<file path="config.mk">
export PLATFORM = sky130hd
export DESIGN_NAME = axi_lite_reg_slave
export DESIGN_NICKNAME = d
export VERILOG_FILES = /design/src/rtl/axi_lite_pkg.sv /design/src/rtl/axi_lite_addr_decode.sv /design/src/rtl/axi_lite_reg_slave.sv
export SDC_FILE = /design/constraint.sdc
export NUM_CORES = 1
export LEC_CHECK = 0
export CAP_MARGIN = 20
export CORE_ASPECT_RATIO = 1.1
export CORE_MARGIN = 3
export CORE_UTILIZATION = 50
export DETAILED_ROUTE_END_ITERATION = 10
export HOLD_SLACK_MARGIN = 0.05
export PLACE_DENSITY = 0.83
export SLEW_MARGIN = 10
export SYNTH_ARGS = -nofsm -noshare
export SYNTH_HDL_FRONTEND = slang
export SYNTH_SLANG_ARGS = --single-unit
</file>
<file path="constraint.sdc">
create_clock -name aclk -period 3.9 [get_ports aclk]
set_input_delay 0.78 -clock aclk [delete_from_list [all_inputs] [get_ports aclk]]
set_output_delay 0.78 -clock aclk [all_outputs]
set_load 0.05 [all_outputs]
</file>
<file path="src/rtl/axi_lite_pkg.sv">
// Shared AXI4-Lite types for the register slave.
// Response codes, channel FSM states and bus widths.
package axi_lite_pkg;

  localparam int AXI_DATA_W = 32;
  localparam int AXI_STRB_W = 4;

  typedef enum logic [1:0] {
    OKAY   = 2'b00,
    EXOKAY = 2'b01,
    SLVERR = 2'b10,
    DECERR = 2'b11
  } axi_resp_t;

  typedef enum logic {
    W_IDLE,
    W_RESP
  } wr_state_t;

  typedef enum logic {
    R_IDLE,
    R_DATA
  } rd_state_t;

endpackage

</file>
<file path="src/rtl/axi_lite_addr_decode.sv">
// Maps a byte address onto a register index within the slave window.
// Bits [1:0] are ignored; addresses below the base are out of range.
module axi_lite_addr_decode import axi_lite_pkg::*; #(
  parameter int                ADDR_W    = 32,
  parameter int                NUM_REGS  = 4,
  parameter logic [ADDR_W-1:0] BASE_ADDR = '0,
  parameter int                IDX_W     = 2
) (
  input  logic [ADDR_W-1:0] addr,
  output logic              in_range,
  output logic [IDX_W-1:0]  index
);

  localparam logic [ADDR_W:0] SPAN = (ADDR_W+1)'(4 * NUM_REGS);

  logic [ADDR_W-1:0] offset;

  // Compare the offset one bit wider so a window at the top of the map cannot wrap.
  assign offset   = addr - BASE_ADDR;
  assign in_range = (addr >= BASE_ADDR) && ({1'b0, offset} < SPAN);
  assign index    = offset[IDX_W+1:2];

endmodule

</file>
<file path="src/rtl/axi_lite_reg_slave.sv">
// AXI4-Lite register bank slave with independent read and write FSMs.
// Define AXIL_REG_SLAVE_SLVERR_EN to answer out-of-range accesses with SLVERR.
module axi_lite_reg_slave import axi_lite_pkg::*; #(
  parameter int                ADDR_W    = 32,
  parameter int                NUM_REGS  = 4,
  parameter logic [ADDR_W-1:0] BASE_ADDR = '0
) (
  input  logic                       aclk,
  input  logic                       areset,
  input  logic [ADDR_W-1:0]          awaddr,
  input  logic                       awvalid,
  output logic                       awready,
  input  logic [AXI_DATA_W-1:0]      wdata,
  input  logic [AXI_STRB_W-1:0]      wstrb,
  input  logic                       wvalid,
  output logic                       wready,
  output logic [1:0]                 bresp,
  output logic                       bvalid,
  input  logic                       bready,
  input  logic [ADDR_W-1:0]          araddr,
  input  logic                       arvalid,
  output logic                       arready,
  output logic [AXI_DATA_W-1:0]      rdata,
  output logic [1:0]                 rresp,
  output logic                       rvalid,
  input  logic                       rready,
  output logic [NUM_REGS*32-1:0]     reg_q,
  output logic [NUM_REGS-1:0]        reg_wr
);

  localparam int IDX_W = (NUM_REGS > 1) ? $clog2(NUM_REGS) : 1;

`ifdef AXIL_REG_SLAVE_SLVERR_EN
  localparam axi_resp_t OOR_RESP = SLVERR;
`else
  localparam axi_resp_t OOR_RESP = OKAY;
`endif

  wr_state_t             w_state_q, w_state_d;
  logic                  aw_held_q, aw_held_d;
  logic                  w_held_q, w_held_d;
  logic [ADDR_W-1:0]     awaddr_q, awaddr_d;
  logic [AXI_DATA_W-1:0] wdata_q, wdata_d;
  logic [AXI_STRB_W-1:0] wstrb_q, wstrb_d;
  logic                  bvalid_q, bvalid_d;
  axi_resp_t             bresp_q, bresp_d;
  logic [NUM_REGS-1:0]   reg_wr_q, reg_wr_d;
  logic [31:0]           regs_q [NUM_REGS];
  logic [31:0]           regs_d [NUM_REGS];

  rd_state_t             r_state_q, r_state_d;
  logic [AXI_DATA_W-1:0] rdata_q, rdata_d;
  axi_resp_t             rresp_q, rresp_d;

  logic                  aw_hs, w_hs, ar_hs, commit;
  logic [ADDR_W-1:0]     wr_addr;
  logic [AXI_DATA_W-1:0] wr_data;
  logic [AXI_STRB_W-1:0] wr_strb;
  logic                  wr_in_range, rd_in_range;
  logic [IDX_W-1:0]      wr_idx, rd_idx;

  assign awready = !areset && (w_state_q == W_IDLE) && !aw_held_q;
  assign wready  = !areset && (w_state_q == W_IDLE) && !w_held_q;
  assign arready = !areset && (r_state_q == R_IDLE);

  assign aw_hs = awvalid && awready;
  assign w_hs  = wvalid && wready;
  assign ar_hs = arvalid && arready;

  // A channel arriving this cycle bypasses its holding register.
  assign wr_addr = aw_held_q ? awaddr_q : awaddr;
  assign wr_data = w_held_q ? wdata_q : wdata;
  assign wr_strb = w_held_q ? wstrb_q : wstrb;
  assign commit  = (w_state_q == W_IDLE) &&
                   (aw_held_q || aw_hs) && (w_held_q || w_hs);

  axi_lite_addr_decode #(
    .ADDR_W    (ADDR_W),
    .NUM_REGS  (NUM_REGS),
    .BASE_ADDR (BASE_ADDR),
    .IDX_W     (IDX_W)
  ) u_wr_dec (
    .addr     (wr_addr),
    .in_range (wr_in_range),
    .index    (wr_idx)
  );

  axi_lite_addr_decode #(
    .ADDR_W    (ADDR_W),
    .NUM_REGS  (NUM_REGS),
    .BASE_ADDR (BASE_ADDR),
    .IDX_W     (IDX_W)
  ) u_rd_dec (
    .addr     (araddr),
    .in_range (rd_in_range),
    .index    (rd_idx)
  );

  always_comb begin
    w_state_d = w_state_q;
    aw_held_d = aw_held_q;
    w_held_d  = w_held_q;
    awaddr_d  = awaddr_q;
    wdata_d   = wdata_q;
    wstrb_d   = wstrb_q;
    bvalid_d  = bvalid_q;
    bresp_d   = bresp_q;
    reg_wr_d  = '0;
    regs_d    = regs_q;
    unique case (w_state_q)
      W_IDLE: begin
        if (aw_hs) begin
          aw_held_d = 1'b1;
          awaddr_d  = awaddr;
        end
        if (w_hs) begin
          w_held_d = 1'b1;
          wdata_d  = wdata;
          wstrb_d  = wstrb;
        end
        if (commit) begin
          w_state_d = W_RESP;
          bvalid_d  = 1'b1;
          bresp_d   = wr_in_range ? OKAY : OOR_RESP;
          if (wr_in_range) begin
            reg_wr_d[wr_idx] = 1'b1;
            for (int b = 0; b < AXI_STRB_W; b++) begin
              if (wr_strb[b]) begin
                regs_d[wr_idx][8*b +: 8] = wr_data[8*b +: 8];
              end
            end
          end
        end
      end
      W_RESP: begin
        if (bready) begin
          w_state_d = W_IDLE;
          bvalid_d  = 1'b0;
          aw_held_d = 1'b0;
          w_held_d  = 1'b0;
        end
      end
      default: w_state_d = W_IDLE;
    endcase
  end

  // Reads sample regs_q, so a same-edge commit is seen only by the next read.
  always_comb begin
    r_state_d = r_state_q;
    rdata_d   = rdata_q;
    rresp_d   = rresp_q;
    unique case (r_state_q)
      R_IDLE: begin
        if (ar_hs) begin
          r_state_d = R_DATA;
          rdata_d   = rd_in_range ? regs_q[rd_idx] : '0;
          rresp_d   = rd_in_range ? OKAY : OOR_RESP;
        end
      end
      R_DATA: begin
        if (rready) begin
          r_state_d = R_IDLE;
        end
      end
      default: r_state_d = R_IDLE;
    endcase
  end

  always_ff @(posedge aclk) begin
    if (areset) begin
      w_state_q <= W_IDLE;
      aw_held_q <= 1'b0;
      w_held_q  <= 1'b0;
      awaddr_q  <= '0;
      wdata_q   <= '0;
      wstrb_q   <= '0;
      bvalid_q  <= 1'b0;
      bresp_q   <= OKAY;
      reg_wr_q  <= '0;
      regs_q    <= '{default: '0};
      r_state_q <= R_IDLE;
      rdata_q   <= '0;
      rresp_q   <= OKAY;
    end else begin
      w_state_q <= w_state_d;
      aw_held_q <= aw_held_d;
      w_held_q  <= w_held_d;
      awaddr_q  <= awaddr_d;
      wdata_q   <= wdata_d;
      wstrb_q   <= wstrb_d;
      bvalid_q  <= bvalid_d;
      bresp_q   <= bresp_d;
      reg_wr_q  <= reg_wr_d;
      regs_q    <= regs_d;
      r_state_q <= r_state_d;
      rdata_q   <= rdata_d;
      rresp_q   <= rresp_d;
    end
  end

  assign bvalid = bvalid_q;
  assign bresp  = bresp_q;
  assign rvalid = (r_state_q == R_DATA);
  assign rdata  = rdata_q;
  assign rresp  = rresp_q;
  assign reg_wr = reg_wr_q;

  for (genvar i = 0; i < NUM_REGS; i++) begin : g_reg_out
    assign reg_q[32*i +: 32] = regs_q[i];
  end

endmodule

</file>
# == Yosys cells after proc, flatten, opt, wreduce, memory -nomap -nowiden ==
# Cells that the tools add are included.
# classes
order_cmp,9
n_eq_ne,4
n_mux,47
bitwise_logic,6
reduce_logical,26
# ops
operator,count
2-to-1 mux 128 bit,13
bitwise mux 128 bit,4
demux 32 bit (select 2 bit),4
2-to-1 mux 32 bit,6
binary-select mux 32 bit (select 2 bit),1
greater-or-equal comparator 32 x 1 -> 1 bit (second input constant),2
less-than comparator 32 x 5 -> 1 bit (second input constant),2
2-to-1 mux 24 bit,1
2-to-1 mux 16 bit,1
logical AND 1 bit,13
AND reduction 2 bit,6
one-hot mux 1 bit (2 select lines),5
2-to-1 mux 1 bit,9
2-to-1 mux 8 bit,1
inequality test 2 bit (second input constant),4
greater-or-equal comparator 3 bit (second input constant),2
inverter 2 -> 3 bit,2
2-to-1 mux 4 bit,1
inverter 1 bit,4
OR reduction 4 bit,1
logical NOT 1 bit,3
less-than comparator 2 x 3 -> 1 bit (second input constant),1
less-than comparator 3 x 1 -> 1 bit (second input constant),1
AND reduction 3 bit,1
other kinds (3),4
# totals
ff_bits,237
in_bits,107
out_inout_bits,173

# == Depth between registers and ports, before layout ==
# Gate-level depths: netlist of the first run.
# depth
depth_word,23
mapped_depth,9

# == Hierarchy ==
# Synthesis of the first run repeated with hierarchy kept, for this count alone.
# hier_totals
hier_cells,1011
area_unflattened_um2,10593.9
# modules_own_cells
module,instances,cells_per_inst,area_per_inst_um2,seq_area_each_um2
axi_lite_reg_slave,1,987,10433.8,4744.6
axi_lite_addr_decode,2,12,80.1,0.0

# == Worst setup path after synthesis of the first run ==
# Ideal clock, no wire load.
# synth_path
kind,input to register
startpoint,input areset
endpoint,register wdata_q[10]
setup_time_ps,132
arrival_time_ps,2865
required_time_ps,3768
path_slack_ps,903
cell_stages,6
n_path_buf,2
path_cell_list,buf_2 nor3_1 nand2_1 clkbuf_1 nand2_1 a21oi_1
# synth_via
elab_chain_cells,5
# synth_lines
item,line,text
"start, declared",axi_lite_reg_slave.sv:9,"input logic areset,"
logical NOT 1 bit,axi_lite_reg_slave.sv:63,assign wready = !areset && (w_state_q == W_IDLE) && !w_held_q;
logical AND 1 bit (2 in a row),axi_lite_reg_slave.sv:63,
net wready,axi_lite_reg_slave.sv:16,"output logic wready,"
logical AND 1 bit,axi_lite_reg_slave.sv:67,assign w_hs = wvalid && wready;
AND reduction 2 bit (no line),--,
"end signal, assigned",axi_lite_reg_slave.sv:189,wdata_q <= wdata_d;
"end, declared",axi_lite_reg_slave.sv:43,"logic [AXI_DATA_W-1:0] wdata_q, wdata_d;"
# The timed path passes the listed nets, and every way through them passes these cells.
# A chain may end at the register's enable or synchronous reset.

# == Worst setup path in the final report of the first run ==
# layout_path
startpoint,input areset
endpoint,output wready
# layout_via
elab_chain_cells,3
# layout_lines
item,line
logical NOT 1 bit,axi_lite_reg_slave.sv:63
logical AND 1 bit (2 in a row),axi_lite_reg_slave.sv:63
"end, declared",axi_lite_reg_slave.sv:16
# No other way between the ends.

==> results of run 1 <==
[state kept, by name (all words and copies together), names as in the netlist]
| register | cells |
|---|---|
| awaddr_q | 30 |
| reg_wr | 4 |
| rvalid | 1 |
| wdata_q | 32 |
| aw_held_q | 1 |
| reg_q | 128 |
| w_held_q | 1 |
| rdata | 32 |
| wstrb_q | 4 |
| w_state_q | 1 |
| bvalid | 1 |
[area by class of cell]
class | count | share of cell area, %
well taps | 247 | 2.28
clock inverters | 4 | 0.166
clock buffers | 34 | 5.24
repair buffers | 289 | 21.1
multi-input cells | 587 | 32.0
inverters | 164 | 4.55
flip-flops and latches | 235 | 34.8
[worst paths after layout]
check / start / to / slack, ps / depth (start not counted)
worst max register to register: aw_held_q$_SDFFE_PP0P_ / reg_q[0]$_SDFFE_PP0P_ / 1100 / 6
worst min register to register: rdata[29]$_SDFFE_PP0P_ / rdata[29]$_SDFFE_PP0P_ / 450 / 2
worst min-delay path: rdata[29]$_SDFFE_PP0P_ / rdata[29]$_SDFFE_PP0P_ / 450 / 2
worst max-delay path: areset / wready / 800 / 3
[tightest hold or removal path: stages (launching register included)]
cell and delay [ps]:
dfxtp_1 320, nand2_1 40, o21ai_0 50
[power breakdown]
| group | total (uW) | switching [uW] | internal (uW) |
|---|---|---|---|
| Clock | 2150 | 902 | 1250 |
| Combinational | 495 | 297 | 198 |
| Sequential | 2470 | 29.0 | 2440 |
| Total | 5120 | 1230 | 3890 |
[logic make-up (layout without fill, tap and decap cells)]
group / after synthesis / after routing / share of synthesized area, %
buffers and inverters: 247 / 491 / 10.2
multiplexers: 40 / 40 / 8.05
flip-flops: 235 / 235 / 47.0
AND/OR/NAND/NOR: 271 / 271 / 14.3
other: 1 / 4 / 0.0374
AO/OA/AOI/OAI: 272 / 272 / 20.5
[synthesized netlist by cell type (6+ instances only)]
cell        n  area, um^2
clkbuf_1   47         176
buf_4       6        45.0
dfxtp_1   235        4700
buf_2      25         125
nor4_1     12        75.1
a211oi_1   33         248
mux4_2     32         721
o21ai_0    32         160
inv_1     164         616
a21oi_1    69         345
nand2_1   170         638
nand4_4    10         213
a221oi_2   10         150
nor2b_1    38         238
a221oi_1  118        1030
nand4_1     9        56.3
nor2_1      8        30.0
[layer usage]
metal	part of all wire (%)	global-route usage (%)	vias to the layer above	wire, um
met5	0.044	0	-	13
met4	3.6	9.83	2	1080
met3	8.7	5.81	64	2590
met2	50	46.2	440	14900
met1	38	31.8	4262	11200
li1	-	-	4233	-
[through the flow]
step / setup slack, ps / std cells
6_report: 800 / 1560
5_1_grt: 664 / 1560
4_1_cts: 766 / 1560
3_5_place_dp: 538 / 1522
3_3_place_gp: 607 / 1522
2_1_floorplan: 903 / 1069
==> results.json, run 1 <==
{
  "status": "finished clean",
  "rsz0062_at_grt": "false",
  "crit_required_ps": 3120,
  "cts_tree": "done",
  "initial_utilization_pct": 51.7,
  "crit_chain": "buf_6 -> nor3_1 -> clkdlybuf4s50_1",
  "cp-start-kind": "input port",
  "seq_area_um2": 4710,
  "area_delta_synth_final_pct": 35.2,
  "yosys_warnings": 0,
  "grt_pass1_wl_mm": 46.6,
  "mostFrequentLayoutCells": "clkdlybuf4s50_1, dfxtp_1, nand2_1",
  "finalSetupViolCount": 0,
  "cts_max_level": 1,
  "grt.overflow.total": 0,
  "grt_max_degree": 110,
  "ys.flop_type": "dfxtp_1",
  "clkLatencyLatePin_ps": 510,
  "ys_async_sr_fraction_pct": 0,
  "final_hold_viol_count": 0,
  "first_pass_iters": 5,
  "postCtsSetupBuffers": 0,
  "p_per_area_nw_per_um2": 378,
  "via_count": 9001,
  "place.gp.congestion": 0.869,
  "slowest_delay_ps": 910,
  "hold_class": "flip-flop to flip-flop",
  "drtIter0Drc": 625,
  "criticalPathCategory": "input port to output port",
  "synth_cells": 1066,
  "tightest_slew_ps": 1080,
  "crit_family": "buffers and inverters",
  "diodes": 0,
  "clk_pin_slew_ps": 60,
  "utilization_pct": 69.9,
  "via_per_inst": 5.77,
  "slowest_stage": "clkdlybuf4s50_1",
  "rows": 53,
  "synth-seq-cells": 235,
  "yosysSeqAreaShare_pct": 47.0,
  "fp.dieW_um": 141,
  "clock_skew_ps": 16.4,
  "io_buffers": 271,
  "synth_edf_count": 0,
  "cp.arrival_ps": 2320,
  "cts_resized": 0,
  "nNetsFinal": 1408,
  "core_um2": 19400,
  "final_layout_size_suffix_gt1_share_pct": 9.52,
  "finalCriticalPeriod_ps": 3100,
  "drc": 0,
  "cts.sink_count": 235,
  "cts_hold_buffers": 0,
  "tns_ps": 0,
  "place_area_um2": 12800,
  "gr-usage-all-layers_pct": 26.4,
  "layout_commonest_cell": "clkdlybuf4s50_1",
  "dpl.hpwl_mm": 20.4,
  "holdWs_ps": 452,
  "crit_buf_inv": 2,
  "wl_per_cell_um": 19.1,
  "fp.dieH_um": 154,
  "grt_pass1_vias": 8785,
  "fmax_mhz": 323,
  "crit_fanout": 99,
  "fin_area_um2": 13500,
  "dieArea_um2": 21800,
  "final_antenna_net_count": 0,
  "io_pins": 280,
  "cts-root-buf": "clkbuf_16",
  "synth.distinct_cells": 40,
  "multiInputGateArea_um2": 4330,
  "vdd_drop_max_uv": 358,
  "p_leak_uw": 0.00443,
  "crit_path_end_kind": "output port",
  "antenna_found_initial": 1,
  "power_uw": 5120,
  "syn_area_um2": 10000,
  "cts_buffer_depth": 3,
  "slew_viol_final": 0,
  "postRouteWirelength_mm": 29.8,
  "min_period_over_period_pct": 79.5,
  "drv_cap": 0,
  "cts_buffers": 24,
  "slew_headroom_pct": 27.7,
  "syn_area_per_cell_um2": 9.39,
  "fillers": 1458
}
Power figures use the tool's default switching activity.
==> run 2: changes to the inputs <==
--- a/config.mk
+++ b/config.mk
@@ -8,10 +8,10 @@
 export CAP_MARGIN = 20
 export CORE_ASPECT_RATIO = 1.1
 export CORE_MARGIN = 3
-export CORE_UTILIZATION = 50
+export CORE_UTILIZATION = 48
 export DETAILED_ROUTE_END_ITERATION = 10
 export HOLD_SLACK_MARGIN = 0.05
-export PLACE_DENSITY = 0.83
+export PLACE_DENSITY = 0.8
 export SLEW_MARGIN = 10
 export SYNTH_ARGS = -nofsm -noshare
 export SYNTH_HDL_FRONTEND = slang
==> constraint.sdc (replaced) <==
create_clock -name aclk -period 3.14 [get_ports aclk]
set_input_delay 0.628 -clock aclk [delete_from_list [all_inputs] [get_ports aclk]]
set_output_delay 0.628 -clock aclk [all_outputs]
set_load 0.05 [all_outputs]
==> results.json, run 2 (synthesized netlist as in run 1, its figures left out) <==
{
  "status": "finished clean",
  "final_antenna_net_count": 0,
  "initial_utilization_pct": 49.7,
  "clk_pin_slew_ps": 60,
  "cts_tree": "done",
  "antenna_found_initial": 1,
  "hold_class": "input port to flip-flop",
  "io_buffers": 271,
  "cts_buffers": 24,
  "fillers": 1563,
  "via_count": 9014,
  "cts.sink_count": 235,
  "area_delta_synth_final_pct": 37.7,
  "via_per_inst": 5.71,
  "cts-root-buf": "clkbuf_16",
  "core_um2": 20100,
  "slew_headroom_pct": 27.4,
  "slew_viol_final": 0,
  "drv_cap": 0,
  "layout_commonest_cell": "clkdlybuf4s50_1",
  "cp-start-kind": "flip-flop",
  "final_hold_viol_count": 0,
  "grt_max_degree": 103,
  "cp.arrival_ps": 2260,
  "crit_required_ps": 2510,
  "io_pins": 280,
  "fmax_mhz": 346,
  "final_layout_size_suffix_gt1_share_pct": 10.6,
  "criticalPathCategory": "flip-flop to output port",
  "finalCriticalPeriod_ps": 2890,
  "cts_hold_buffers": 0,
  "mostFrequentLayoutCells": "clkdlybuf4s50_1, dfxtp_1, nand2_1",
  "p_per_area_nw_per_um2": 482,
  "fp.dieW_um": 144,
  "place.gp.congestion": 0.866,
  "crit_path_end_kind": "output port",
  "cts_max_level": 1,
  "drtIter0Drc": 713,
  "grt.overflow.total": 0,
  "vdd_drop_max_uv": 395,
  "first_pass_iters": 5,
  "nNetsFinal": 1418,
  "postCtsSetupBuffers": 0,
  "cts_buffer_depth": 3,
  "fp.dieH_um": 157,
  "dpl.hpwl_mm": 21.3,
  "wl_per_cell_um": 19.3,
  "grt_pass1_wl_mm": 47.7,
  "postRouteWirelength_mm": 30.5,
  "rsz0062_at_grt": "false",
  "utilization_pct": 68.5,
  "rows": 54,
  "cts_resized": 0,
  "min_period_over_period_pct": 92.0,
  "finalSetupViolCount": 0,
  "clock_skew_ps": 15.4,
  "p_leak_uw": 0.00455,
  "tns_ps": 0,
  "tightest_slew_ps": 1090,
  "largest_reg_flops": 128,
  "clkLatencyLatePin_ps": 510,
  "dieArea_um2": 22600,
  "gr-usage-all-layers_pct": 26.3,
  "crit_fanout": 8,
  "grt_pass1_vias": 8785,
  "drc": 0
}
-- run 2: final timing paths --
check	from	endpoint	slack, ps	cells after the start
setup reg to reg	aw_held_q$_SDFFE_PP0P_	reg_q[3]$_SDFFE_PP0P_	670	6
hold / removal	areset	wstrb_q[2]$_SDFFE_PP0P_	410	2
hold reg to reg	awaddr_q[19]$_SDFFE_PP0P_	awaddr_q[19]$_SDFFE_PP0P_	450	2
setup / recovery	aw_held_q$_SDFFE_PP0P_	awready	250	3
-- run 2: critical path, stage by stage (launching register included) --
cell             delay (ps)
dfxtp_1                 370
buf_4                   190
nor3_1                  300
clkdlybuf4s50_1         890
-- run 2: report_power, final --
part / switching, uW / internal, uW
logic: 385 / 257
clock network: 1170 / 1790
registers: 28.2 / 3030
total: 1580 / 5070
-- run 2: through the flow --
step / instance area, um^2 / hold slack [ps] / instances / setup slack [ps] / total power (uW)
3_3_place_gp: 13000 / 434 / 1537 / 137 / 3750
3_5_place_dp: 13000 / 442 / 1537 / 62.6 / 3760
2_1_floorplan: 10000 / 431 / 1069 / 295 / 3500
4_1_cts: 13800 / 395 / 1579 / 245 / 6690
5_1_grt: 13800 / 410 / 1579 / 122 / 6880
6_report: 13800 / 407 / 1580 / 252 / 6650
-- run 2: area by class of cell --
class | instances | area [um^2] | share of cell area [%]
inverter | 164 | 616 | 4.46
tap | 252 | 315 | 2.29
timing repair buffer | 299 | 3000 | 21.8
clock inverter | 11 | 134 | 0.971
multi-input combinational | 587 | 4330 | 31.4
clock buffer | 31 | 688 | 4.99
antenna | 1 | 2.50 | 0.0181
sequential | 235 | 4710 | 34.1
-- run 2: per-layer routing --
layer	wire length (um)	global-route usage, %	vias up
met3	2480	5.38	63
met2	15000	44.8	404
li1	-	-	4264
met5	9	0	-
met1	12000	33.3	4281
met4	1020	9.28	2
==> run 3: changes to the inputs <==
--- a/config.mk
+++ b/config.mk
@@ -12,6 +12,7 @@
 export DETAILED_ROUTE_END_ITERATION = 10
 export HOLD_SLACK_MARGIN = 0.05
 export PLACE_DENSITY = 0.8
+export SETUP_SLACK_MARGIN = 0.3
 export SLEW_MARGIN = 10
 export SYNTH_ARGS = -nofsm -noshare
 export SYNTH_HDL_FRONTEND = slang
==> results.json, run 3 (synthesized netlist as in run 1, its figures left out) <==
{
  "fin_cells": 1578,
  "mostFrequentLayoutCells": "clkdlybuf4s50_1, dfxtp_1, nand2_1",
  "dieArea_um2": 22600,
  "core_um2": 20100,
  "place.gp.congestion": 0.845,
  "cts-root-buf": "clkbuf_16",
  "final_hold_viol_count": 0,
  "criticalPathCategory": "flip-flop to flip-flop",
  "final_antenna_net_count": 0,
  "fillers": 1516,
  "io_buffers": 271,
  "layout_commonest_cell": "clkdlybuf4s50_1",
  "fp.dieH_um": 157,
  "status": "finished clean",
  "power_uw": 6840,
  "postRouteWirelength_mm": 30.5,
  "area_delta_synth_final_pct": 38.1,
  "dp.cells": 1534,
  "post-place-ws_ps": 248,
  "p_leak_uw": 0.00458,
  "rsz0062_at_grt": "false",
  "io_pins": 280,
  "crit_required_ps": 3540,
  "dpl.hpwl_mm": 21.3,
  "drtIter0Drc": 746,
  "min_period_over_period_pct": 80.7,
  "drc": 0,
  "grt_pass1_wl_mm": 47.8,
  "largest_reg_flops": 128,
  "tns_ps": 0,
  "via_count": 9122,
  "finalCriticalPeriod_ps": 2540,
  "tightest_slew_ps": 1120,
  "r2r_start": "w_held_q$_SDFFE_PP0P_",
  "slew_headroom_pct": 25.0,
  "r2r_slack_ps": 600,
  "wl_per_cell_um": 19.3,
  "rows": 54,
  "nNetsFinal": 1415,
  "clock_skew_ps": 8.23,
  "postCtsSetupBuffers": 0,
  "critPathLaunch": "w_held_q$_SDFFE_PP0P_",
  "place_area_um2": 12900,
  "crit_end": "reg_q[111]$_SDFFE_PP0P_",
  "grt_max_degree": 105,
  "antenna_found_initial": 2,
  "grt_pass1_vias": 8935,
  "cts.sink_count": 235,
  "crit_fanout": 29,
  "p_per_area_nw_per_um2": 494,
  "cts_tree": "done",
  "crit_path_end_kind": "flip-flop",
  "via_per_inst": 5.78,
  "slew_viol_final": 0,
  "min_path_cells": 2,
  "fp.dieW_um": 144,
  "hold_class": "input port to flip-flop",
  "first_pass_iters": 5,
  "finalSetupViolCount": 0,
  "r2r-end": "reg_q[111]$_SDFFE_PP0P_",
  "fin_area_um2": 13800,
  "hp-start": "areset",
  "vdd_drop_max_uv": 370,
  "cp-start-kind": "flip-flop",
  "initial_utilization_pct": 49.7,
  "cts_buffer_depth": 3,
  "final_layout_size_suffix_gt1_share_pct": 10.3,
  "fmax_mhz": 394,
  "clkLatencyLatePin_ps": 510,
  "cts_max_level": 1,
  "drv_cap": 0,
  "gr-usage-all-layers_pct": 26.2,
  "clk_pin_slew_ps": 70,
  "setup_slack_ps": 605,
  "cts_buffers": 24,
  "cp.arrival_ps": 2940,
  "grt.overflow.total": 0,
  "reg2regPathDepth": 4
}
## run 3: changes by cell type in the layout (fill, tap and decap cells not counted), sizes merged
| cell | change |
|---|---|
| clkdlybuf4s50 | -2 |
| bufinv | +2 |
| buf | -3 |
| dlymetal6s2s | +2 |
| clkinv | -4 |
| clkbuf | +3 |
## run 3: report_power, final
part           switching (uW)  leakage (uW)  internal [uW]
Sequential               37.2       0.00190           3030
Combinational             378       0.00225            258
Clock                    1180      0.000429           1960
Total                    1590       0.00458           5240
## run 3: metal layers
| metal | routed length, um | global-route usage, % | vias up |
|---|---|---|---|
| met3 | 2520 | 5.26 | 74 |
| met4 | 938 | 9.19 | 4 |
| li1 | - | - | 4265 |
| met2 | 15000 | 44.7 | 446 |
| met1 | 12000 | 33.0 | 4333 |
| met5 | 23 | 0 | - |
## run 3: area by class of cell
type | instances | area [um^2] | area share, %
clock inverter | 9 | 174 | 1.26
timing repair buffer | 296 | 2980 | 21.6
clock buffer | 34 | 699 | 5.06
antenna | 1 | 2.50 | 0.0181
multi-input combinational | 587 | 4330 | 31.3
inverter | 164 | 616 | 4.45
tap | 252 | 315 | 2.28
sequential | 235 | 4710 | 34.0
## run 3: worst min-delay path by stage
stage,to,slack (ps)
6_report,wstrb_q[1]$_SDFFE_PP0P_,410
5_1_grt,w_held_q$_SDFFE_PP0P_,410
4_1_cts,wstrb_q[1]$_SDFFE_PP0P_,390
3_5_place_dp,rdata[9]$_SDFFE_PP0P_,440
3_3_place_gp,rdata[14]$_SDFFE_PP0P_,430
2_1_floorplan,awaddr_q[19]$_SDFFE_PP0P_,430
## run 3: through the flow
stage	util [%]	hold slack, ps
final	68.7	408
after global placement	64.3	432
after detailed placement	64.3	442
after CTS	68.6	389
after floorplan	-	431
after global routing	68.7	414
## run 3: critical path, stage by stage (launching register included)
cell      delay, ps
dfxtp_2         650
buf_4           420
mux2i_1         750
a211oi_1        240
a221oi_1        360
## run 3: repair_timing
item                                    CTS  global route
resized for setup                         0             3
hold buffers                              0             0
endpoints found under the hold margin     0             0
endpoints found under the setup margin    0             4
